## src/rtl/class_tree_sched.sv

```systemverilog
// class_tree_sched: one-vs-rest ensemble scheduler that walks every
// (class, tree) pair through one shared tree port, counts the trees that
// fire for each class, and returns the argmax class.
//   in_valid/in_ready/in_feat     : feature vector handshake
//   ev_feat/ev_class/ev_tree      : registered vector and pair select to the tree bank
//   ev_bit                        : selected tree output, combinational from ev_*
//   out_valid/out_ready           : result handshake
//   out_class/out_votes/out_tie   : winning class, its vote count, tie flag
// Optional build macro TREE_OUT_REG_EN registers ev_bit before accumulation
// and adds a one-cycle DRAIN state.
module class_tree_sched #(
    parameter int N_FEAT  = 51,
    parameter int N_CLASS = 5,
    parameter int N_TREE  = 4,
    parameter int CW      = $clog2(N_CLASS),
    parameter int TW      = (N_TREE > 1) ? $clog2(N_TREE) : 1,
    parameter int VW      = $clog2(N_TREE + 1)
) (
    input  logic              clk,
    input  logic              rst,
    input  logic              in_valid,
    output logic              in_ready,
    input  logic [N_FEAT-1:0] in_feat,
    output logic [N_FEAT-1:0] ev_feat,
    output logic [CW-1:0]     ev_class,
    output logic [TW-1:0]     ev_tree,
    input  logic              ev_bit,
    output logic              out_valid,
    input  logic              out_ready,
    output logic [CW-1:0]     out_class,
    output logic [VW-1:0]     out_votes,
    output logic              out_tie
);
    typedef enum logic [2:0] {IDLE, EVAL, DRAIN, DECIDE, OUT} state_t;
    state_t state, next;
    logic [VW-1:0] votes [N_CLASS];
    logic          last_tree, last_pair, acc_en, acc_bit, best_tie;
    logic [CW-1:0] acc_class, best_class;
    logic [VW-1:0] best_votes;
    int            n_max;

    assign last_tree = ev_tree == TW'(N_TREE - 1);
    assign last_pair = last_tree && ev_class == CW'(N_CLASS - 1);
    assign in_ready  = state == IDLE;
    assign out_valid = state == OUT;

`ifdef TREE_OUT_REG_EN
    // The vote lands one cycle after its pair was presented; pend_q marks
    // that the registered bit belongs to a real EVAL cycle.
    logic          bit_q, pend_q;
    logic [CW-1:0] class_q;
    always_ff @(posedge clk) begin
        bit_q   <= ev_bit;
        class_q <= ev_class;
        pend_q  <= !rst && state == EVAL;
    end
    assign acc_en    = pend_q;
    assign acc_bit   = bit_q;
    assign acc_class = class_q;
`else
    assign acc_en    = state == EVAL;
    assign acc_bit   = ev_bit;
    assign acc_class = ev_class;
`endif

    always_comb begin
        next = state;
        case (state)
            IDLE:    next = in_valid ? EVAL : IDLE;
`ifdef TREE_OUT_REG_EN
            EVAL:    next = last_pair ? DRAIN : EVAL;
`else
            EVAL:    next = last_pair ? DECIDE : EVAL;
`endif
            DRAIN:   next = DECIDE;
            DECIDE:  next = OUT;
            OUT:     next = out_ready ? IDLE : OUT;
            default: next = IDLE;
        endcase
    end

    // Strict '>' keeps the lowest index on equal counts.
    always_comb begin
        best_class = '0;
        best_votes = '0;
        n_max      = 0;
        for (int c = 0; c < N_CLASS; c++)
            if (votes[c] > best_votes) begin
                best_votes = votes[c];
                best_class = CW'(c);
            end
        for (int c = 0; c < N_CLASS; c++)
            if (votes[c] == best_votes) n_max++;
        best_tie = n_max > 1;
    end

    always_ff @(posedge clk) begin
        if (rst) begin
            state     <= IDLE;
            ev_feat   <= '0;
            ev_class  <= '0;
            ev_tree   <= '0;
            out_class <= '0;
            out_votes <= '0;
            out_tie   <= 1'b0;
            for (int c = 0; c < N_CLASS; c++) votes[c] <= '0;
        end else begin
            state <= next;
            if (state == IDLE && in_valid) begin
                ev_feat <= in_feat;
                for (int c = 0; c < N_CLASS; c++) votes[c] <= '0;
            end else if (acc_en) begin
                votes[acc_class] <= votes[acc_class] + VW'(acc_bit);
            end
            if (state == EVAL) begin
                ev_tree  <= last_tree ? '0 : ev_tree + 1'b1;
                ev_class <= last_pair ? '0 : last_tree ? ev_class + 1'b1 : ev_class;
            end
            if (state == DECIDE) begin
                out_class <= best_class;
                out_votes <= best_votes;
                out_tie   <= best_tie;
            end
        end
    end
endmodule

```

## config.mk

```make
export PLATFORM = sky130hd
export DESIGN_NAME = class_tree_sched
export DESIGN_NICKNAME = d
export VERILOG_FILES = /design/src/rtl/class_tree_sched.sv
export SDC_FILE = /design/constraint.sdc
export NUM_CORES = 1
export LEC_CHECK = 0
export CORE_MARGIN = 2
export CORE_UTILIZATION = 28
export DETAILED_ROUTE_END_ITERATION = 10
export PLACE_DENSITY_LB_ADDON = 0.08
export RECOVER_POWER = 50
export SYNTH_ARGS = -nofsm -noshare
export SYNTH_HDL_FRONTEND = slang
export SYNTH_SLANG_ARGS = --single-unit
export TNS_END_PERCENT = 5
```

## constraint.sdc

```tcl
create_clock -name clk -period 9.8 [get_ports clk]
set_clock_uncertainty 0.2 [all_clocks]
set_input_delay 1.96 -clock clk [delete_from_list [all_inputs] [get_ports clk]]
set_output_delay 1.96 -clock clk [all_outputs]
set_load 0.02 [all_outputs]
```

# Word-level counts from Yosys, hierarchy flattened
# Memories as Yosys holds them, arrays and structs flattened. A register that Yosys moved wholly into a read port is not among the register bits.
# Cells that the tools add are included.
dict set report op_classes {
  mux 40
  n_lt_le_gt_ge 6
  add_sub_neg 7
  eq_ne 11
  bitwise_logic 5
  reduce_logical 6
}
# operator count
set ops {}
lappend ops {{$add 32x2->32 const B} 4}
lappend ops {{$mux 32} 4}
lappend ops {{$mux 3} 20}
lappend ops {{$gt 32x2->1 const B} 1}
lappend ops {{$eq 3x3->1} 5}
lappend ops {{$pmux 3 s5} 1}
lappend ops {{$mux 1} 13}
lappend ops {{$gt 3x3->1} 4}
lappend ops {{$eq 3x2->1 const B} 2}
lappend ops {{$eq 3x3->1 const B} 2}
lappend ops {{$or 1x1->1} 5}
lappend ops {{$mux 2} 2}
lappend ops {{$add 3x1->3} 1}
lappend ops {{$add 3x1->3 const B} 1}
lappend ops {{$eq 3x1->1 const B} 1}
lappend ops {{$gt 3x1->1 const B} 1}
lappend ops {{$logic_not 3->1} 1}
lappend ops {{$reduce_or 3->1} 1}
lappend ops {{$add 2x1->2 const B} 1}
lappend ops {{$eq 2x2->1 const B} 1}
lappend ops {{$logic_and 1x1->1} 2}
lappend ops {{$reduce_and 2->1} 1}
lappend ops {{$reduce_bool 2->1} 1}
dict set report totals {
  in_bits 56
  reg_bits 66
  elab_cells 83
  ramBits 15
  memories 1
  output_inout_bits 65
}
# memory depth width read_ports rd_clocked_by_memory_dff write_ports line
set mem_list {}
lappend mem_list {votes 5 3 6 1 5 36} ;# logic [VW-1:0] votes [N_CLASS];

# Depth between registers and ports, before layout
# An unclocked memory read counts as a cell.
dict set report depth {
  depth_word 22
  ltp_mapped 41
}

# Least setup slack after synthesis
# No wires, ideal clock.
dict set report synth_timing {
  path_kind {register to register}
  start {mem votes[0][1] (netlist bit)}
  end {reg out_tie}
  arrival_ns 7.621
  path_slack_ns 1.860
  stages_incl_launch_ff 41
  synth_period_minus_slack_ns 7.940
  setup_ns 0.120
  n_path_buf 0
  path_cell_list {edfxtp_1 > inv_1 > ha_1 > nand2b_1 > a21o_1 > o21ai_1 > nand2_1 > ha_1 > nand3b_2 > and2_4 > o211ai_1 > o21ai_0 > ha_1 > a21oi_2 > a32oi_2 > a21o_1 > a31o_4 > and2_1 > [... 5 more ...] > nand2_1 > xor2_1 > nor3_1 > ha_1 > inv_1 > nor4_1 > a311oi_2 > o2111ai_2 > ha_1 > nor2_1 > a21o_1 > inv_1 > ha_1 > nor2_1 > o21ai_0 > or3_2 > o221a_1 > a21boi_1}
}
# element line
set synth_rtl {}
lappend synth_rtl {{from (decl)} 36}
lappend synth_rtl {{to (signal assigned)} 122} ;# out_tie <= best_tie;
lappend synth_rtl {{to (decl)} 32} ;# output logic out_tie

==> summary.txt <==
OUTCOME
------------------------------------------------------------------------------------------
Run status .................................................................. finished, violations left
Violations in the final reports ............................................. capacitance limit, slew limit

LOGIC SYNTHESIS
------------------------------------------------------------------------------------------
Cells after synthesis .......................................................          560
Area leader, netlist ........................................................ sky130_fd_sc_hd__dfxtp_1
Async set or reset register ratio after synthesis ...........................           0%
Count of synthesis-stage warnings from yosys ................................            0
Leading cell types by count after synthesis ................................. 138 x sky130_fd_sc_hd__nand2_1, 69 x sky130_fd_sc_hd__a21oi_1, 69 x sky130_fd_sc_hd__dfxtp_1
Avg Cell Area, Syn ..........................................................  8.723 sq um
Synth unique cells ..........................................................           69
Count of flip-flops with a built-in enable after synthesis ..................           24
Synth top area share ........................................................       28.28%
Ys flop type ................................................................ sky130_fd_sc_hd__dfxtp_1
Post-Synthesis Cell Area ....................................................   4885 sq um
Count leader, synth ......................................................... sky130_fd_sc_hd__nand2_1
#FFs+latches synth ..........................................................           93
Part of the Yosys area used for sequential elements .........................       43.03%
Syn Nets ....................................................................          637
Ranking of synthesized cells by area ........................................ sky130_fd_sc_hd__dfxtp_1 28%, sky130_fd_sc_hd__edfxtp_1 15%, sky130_fd_sc_hd__nand2_1 11%

FINISH
------------------------------------------------------------------------------------------
Share of layout cells above drive strength 1 ................................       8.644%
Sequential cell area ........................................................   2102 sq um
Fill cell count .............................................................         1789
Final Util ..................................................................       38.56%
Area growth from synthesis to final layout ..................................       35.60%
Area occupied by multi-input gates ..........................................   2621 sq um
Diodes inserted .............................................................            0
Number of nets in the finished design .......................................          744

ROUTE
------------------------------------------------------------------------------------------
Drc violations ..............................................................            0
Wire length per cell after detailed routing .................................     15.48 um
Detailed Routing Iterations Pass 1 ..........................................            4
DRC marker count from the first detailed-route iteration ....................          217
Final Routed Wirelength .....................................................     13.87 mm
Total vias in the final route ...............................................         4292
Detailed-route vias per instance ............................................        4.790
Antenna viol nets, final ....................................................            0

FLOORPLANNING
------------------------------------------------------------------------------------------
Effective utilization at floorplan ..........................................       28.44%
Io pins .....................................................................          121
DIE WIDTH ...................................................................     136.1 um
FP Rows .....................................................................           48
Die height ..................................................................     136.1 um
Core Area ...................................................................  17180 sq um
Floorplan die area ..........................................................  18520 sq um

CRITICAL PATH
------------------------------------------------------------------------------------------
Crit path arrival time ......................................................      8.90 ns
Worst endpoint required time ................................................      9.83 ns
Type of element launching the critical path .................................    flip-flop
Endpoint class of the critical path .........................................    flip-flop
Largest stage delay on the critical path ....................................      0.42 ns
Crit path max fanout ........................................................           12
Cell with the most instances on the worst path .............................. sky130_fd_sc_hd__ha_1
Cell class contributing the biggest share of worst-path delay ............... compound AO/OA/AOI/OAI gates
Combined buffer and inverter count along the critical path ..................            3
Slowest cell on the critical path ........................................... sky130_fd_sc_hd__edfxtp_1
Crit Path Category .......................................................... flip-flop to flip-flop

CTS
------------------------------------------------------------------------------------------
CTS Sinks ...................................................................           93
Clock edge transition at the registers on the reported setup and hold paths .      0.07 ns
Number of H-tree branching levels ...........................................            3
Post-CTS Hold Fix Bufs ......................................................            0
Number of buffers added by the clock tree synthesis step ....................            9
Post-CTS setup buffers ......................................................            0
Root buffer cell ............................................................ sky130_fd_sc_hd__clkbuf_16
Number of gates resized after CTS ...........................................            0
TritonCTS clock tree ........................................................         done
Clock insertion delay at the later pin of the skew report ...................      0.34 ns
Number of buffers on the longest clock path .................................            2

PLACED DESIGN
------------------------------------------------------------------------------------------
Post-DP HPWL ................................................................     10.18 mm
Number of I/O port buffers ..................................................          120
Placer Congestion ...........................................................       0.8666

GLOBAL ROUTE
------------------------------------------------------------------------------------------
Vias in the first global route ..............................................         4286
Grt total ovfl ..............................................................            0
Total routing resource utilization after global routing .....................       15.23%
First-pass GRT wire length ..................................................     21.93 mm
Pin count of the biggest net entering global routing ........................           69
Antenna violations before repair ............................................            0

STA
------------------------------------------------------------------------------------------
Worst slew margin relative to its limit .....................................      -116.9%
Setup-violating endpoint count in the final report ..........................            0
Post-layout min period ......................................................     8.870 ns
Final count of pins violating max slew ......................................           69
Final worst path period share ...............................................       90.51%
FMAX ........................................................................    112.7 MHz
Number of failing hold endpoints at the final stage .........................            0
Final TNS setup .............................................................         0 ns
Unrepaired setup endpoints after global routing .............................        false
Transition time at the pin with the least slew margin .......................     3.253 ns

JOB
------------------------------------------------------------------------------------------
Max-cap violations ..........................................................            1

HOLD PATH
------------------------------------------------------------------------------------------
Tightest Hold Check Type .................................................... flip-flop to flip-flop

PWR
------------------------------------------------------------------------------------------
Static leakage ..............................................................     2.588 nW
VDD IR-drop max .............................................................  0.0001479 V
Power Density ............................................................... 217.4 nW/um^2

[cell families after synthesis]
| family | synth area share (%) |
|---|---|
| XOR/XNOR | 2.152 |
| buffers and inverters | 3.817 |
| flip-flops | 43.03 |
| AND/OR/NAND/NOR | 22.31 |
| AO/OA/AOI/OAI | 19.88 |
| multiplexers | 3.432 |
| adder cells (fa/ha/maj) | 5.379 |
[registers in the layout (all words and copies together) (netlist names), named ones only]
signal / flops
ev_class: 3
ev_feat: 51
ev_tree: 2
out_class: 3
out_tie: 1
out_votes: 3
state: 3
votes: 24
[layout make-up]
cell class	count	share of cell area [%]
Clock buffer	13	4.911
Multi-Input combinational cell	422	39.57
Clock inverter	2	0.2267
Inverter	19	1.077
Tap cell	225	4.250
Sequential cell	93	31.73
Timing Repair Buffer	122	18.23
[path summary, 6_finish.rpt]
kind,start,to,slack [ns],cells after the start
hold reg to reg,ev_feat[35]$_SDFFE_PP0P_,ev_feat[35]$_SDFFE_PP0P_,0.25,2
setup / recovery,votes[0][1]$_SDFFCE_PN0P_,out_tie$_SDFFE_PP0P_,0.93,40
hold / removal,ev_feat[35]$_SDFFE_PP0P_,ev_feat[35]$_SDFFE_PP0P_,0.25,2
setup reg to reg,votes[0][1]$_SDFFCE_PN0P_,out_tie$_SDFFE_PP0P_,0.93,40
[metrics by stage]
step           total power, mW  setup slack (ns)  hold WS, ns  instances  instance area [sq um]
6_report                 1.440            0.9299       0.2501        896                   6624
5_1_grt                  1.546            0.1309       0.2711        896                   6624
4_1_cts                  1.446            0.7196       0.2565        896                   6604
3_5_place_dp             1.057            0.7152       0.2463        881                   6264
3_3_place_gp             1.051             1.024       0.2402        881                   6264
2_1_floorplan           0.9056             1.860       0.3304        560                   4885
[worst register-to-register path: cells and delay by family, from the launching register on]
| kind | cells | cell delay, ns |
|---|---|---|
| AND/OR/NAND/NOR | 14 | 2.36 |
| adder cells (fa/ha/maj) | 7 | 2.10 |
| buffers and inverters | 3 | 0.29 |
| XOR/XNOR | 1 | 0.18 |
| flip-flops | 1 | 0.42 |
| AO/OA/AOI/OAI | 15 | 3.20 |
[cell usage in the layout (no fill, tap or decap), types with 4 or more instances in the layout]
| master | count |
|---|---|
| sky130_fd_sc_hd__edfxtp_1 | 24 |
| sky130_fd_sc_hd__nor3_1 | 13 |
| sky130_fd_sc_hd__mux4_2 | 6 |
| sky130_fd_sc_hd__a21oi_1 | 69 |
| sky130_fd_sc_hd__a21oi_2 | 4 |
| sky130_fd_sc_hd__nor2_1 | 32 |
| sky130_fd_sc_hd__or3_1 | 4 |
| sky130_fd_sc_hd__inv_1 | 19 |
| sky130_fd_sc_hd__xor2_1 | 6 |
| sky130_fd_sc_hd__nand3_1 | 10 |
| sky130_fd_sc_hd__clkdlybuf4s50_1 | 57 |
| sky130_fd_sc_hd__dlygate4sd3_1 | 62 |
| sky130_fd_sc_hd__dfxtp_1 | 69 |
| sky130_fd_sc_hd__ha_1 | 21 |
| sky130_fd_sc_hd__and2_1 | 10 |
| sky130_fd_sc_hd__o21ai_0 | 12 |
| sky130_fd_sc_hd__clkbuf_16 | 13 |
| sky130_fd_sc_hd__nand2b_1 | 6 |
| sky130_fd_sc_hd__nand2_1 | 138 |
| sky130_fd_sc_hd__xnor2_1 | 6 |
| sky130_fd_sc_hd__a21o_1 | 7 |
[metal layers]
metal	global-route usage [%]	wire length, um	up-vias
li1	-	-	2183
met1	18.89	6152	1987
met2	25.15	6684	98
met3	3.952	727	24
met4	6.134	306	0
met5	0	0	-
[power breakdown]
group	internal, mW	switching [mW]	total (mW)
combinational	0.257	0.373	0.630
clock	0.233	0.150	0.383
sequential	0.412	0.0144	0.426
No activity file was read; power rests on OpenSTA's default activity.
==> RTL change, RTL diff (config.mk and constraints unchanged) <==
Encoding of `state_t`: now one-hot (5 bits for 5 states).
--- a/src/rtl/class_tree_sched.sv
+++ b/src/rtl/class_tree_sched.sv
@@ -33,3 +33,3 @@
 );
-    typedef enum logic [2:0] {IDLE, EVAL, DRAIN, DECIDE, OUT} state_t;
+    typedef enum logic [4:0] {IDLE = 5'b00001, EVAL = 5'b00010, DRAIN = 5'b00100, DECIDE = 5'b01000, OUT = 5'b10000} state_t;
     state_t state, next;
Behaviour: same outputs for any inputs over 10 cycles, from zero or initial values and one cycle with rst high; not proved beyond that.
==> RTL change against the unedited design <==
- the run still ends with capacitance limit, slew limit left
- count of clock-buffer cells in the layout unchanged
- non-clock buffer count is 1 higher
- total power up 7.7%
- die area fell by 2.5%
- wire length decreased by 7.9%
- cell area down 3.0%
- core utilization is 0.19 points higher
- setup slack gained 0.67 ns
- critical path depth shrank 8
- synthesized area down 2.5%
- sequential cell count increased by 1
==> RTL change: results (changes against the unedited design) <==
The run finished, with violations left. The final reports fail on capacitance limit, slew limit. In the final layout, the registers with the most flip-flops are ev_feat (51), votes (24), state (4). The number of signal-net buffers in the layout works out to 123 (+0.82%). Length of the first detailed-routing pass in iterations: 4 (unchanged). Via count of the first global-routing pass: 3970 (-7.4%). The number of antenna violations at the first check in global routing was 1 (+1); the delay contributed by the slowest stage of the critical path was 0.61 ns (+0.19 ns). The clock buffer count from CTS was 9 (unchanged).

Number of synthesized register bits: 94 (+1.1%). The final estimated routing congestion in global placement was 0.794 (-8.3%). The fraction of area in non-clock buffers is 18.9% (+0.68 points), and the power spent charging and discharging nets is 0.000571 W (+6.1%). Library cell contributing the largest single delay on the critical path: sky130_fd_sc_hd__a211oi_1. The DRC violation total after the first TritonRoute iteration was 218 (+0.46%); the wire length per cell was 14.9 um (-3.6%). The share of total power in the clock network was 23.2% (-3.4 points).

The area fraction of clock buffers and clock inverters is 4.73% (-0.41 points). Aggregate global-route resource usage: 14.5% (-0.73 points). The number of unique standard cell types used by synthesis came out at 64 (-7.2%). The cell leakage power is 2.54 nW (-2.0%).

The data arrival time of the critical path was 8.24 ns (-0.66 ns). Net count of the finished layout: 708 (-4.8%). In the synthesized netlist, the cells that appear most often are sky130_fd_sc_hd__nand2_1, sky130_fd_sc_hd__dfxtp_1, sky130_fd_sc_hd__a21oi_1. Number of filler cells placed in the layout: 1667 (-6.8%).

Maximum vdd drop: 0.117 mV (-21%). By area the synthesized netlist is led by sky130_fd_sc_hd__dfxtp_1, sky130_fd_sc_hd__edfxtp_1, sky130_fd_sc_hd__nand2_1. The number of non-clock inverters came out at 20 (+1).

The ratio of routed vias to standard cells is 4.64 (-3.1%). Max capacitance violation total: 1 (unchanged). The number of cells traversed by the worst hold path was 2 (unchanged). The area taken by multi-input logic gates was 2430 um2 (-7.1%); the relative contribution of sequential cells to total power was 28.4% (-1.2 points). The final number of max-transition violations is 69 (unchanged), and the share of cells above drive strength 1 is 8.65% (about the same). The sequential fraction of total cell area is 33.0% (+1.3 points).

Wire length of the first global-routing pass: 20.6 mm (-6.2%). The register area share after synthesis is 44.6% (+1.5 points), and the pre-CTS setup slack is 1.62 ns (+0.904 ns). The worst-path maximum fanout is 9 (-3). The count of multi-input combinational gates was 383 (-9.2%). The run gives -110% (+6.9 points) as the worst slew margin relative to its limit.
-- RTL change: cell types whose count changed in the layout (fill, tap and decap cells not counted), sizes merged, moves of 4 or more --
cell / before / now
o21ai: 14 / 7
mux2i: 1 / 6
nor3: 15 / 4
a311oi: 5 / 0
o2111ai: 4 / 0
xnor2: 6 / 18
nand2: 138 / 120
-- RTL change: path summary, 6_finish.rpt --
kind                                  start          end  slack, ns
worst max register to register  votes[0][1]      out_tie       1.60
worst max-delay path            votes[0][1]      out_tie       1.60
worst min register to register  ev_feat[16]  ev_feat[16]       0.25
worst min-delay path            ev_feat[16]  ev_feat[16]       0.25
-- RTL change: cell families (layout without fill, tap and decap cells) --
family / Yosys count / after routing / synth area share [%]
XOR/XNOR: 22 / 22 / 4.60
multiplexers: 17 / 17 / 5.28
AO/OA/AOI/OAI: 115 / 115 / 15.7
AND/OR/NAND/NOR: 208 / 208 / 20.1
flip-flops: 94 / 94 / 44.6
buffers and inverters: 47 / 159 / 4.31
adder cells (fa/ha/maj): 21 / 21 / 5.52
-- RTL change: routing by layer --
metal,vias to the layer above,wire length [um],track usage (%)
li1,2029,-,-
met4,2,140,3.86
met3,12,812,5.44
met5,-,18,0
met1,1842,5550,17.4
met2,89,6260,24.4
-- RTL change: stage by stage --
stage / utilization, % / hold slack [ns] / total power (W) / std cells / instance area (um2)
final: 38.8 / 0.250 / 0.00155 / 856 / 6430
after global routing: 38.8 / 0.275 / 0.00168 / 856 / 6430
after CTS: 38.8 / 0.258 / 0.00159 / 856 / 6430
after detailed placement: 36.9 / 0.249 / 0.00121 / 840 / 6130
after global placement: 36.9 / 0.242 / 0.00119 / 840 / 6130
after floorplan: - / 0.335 / 0.00105 / 524 / 4760
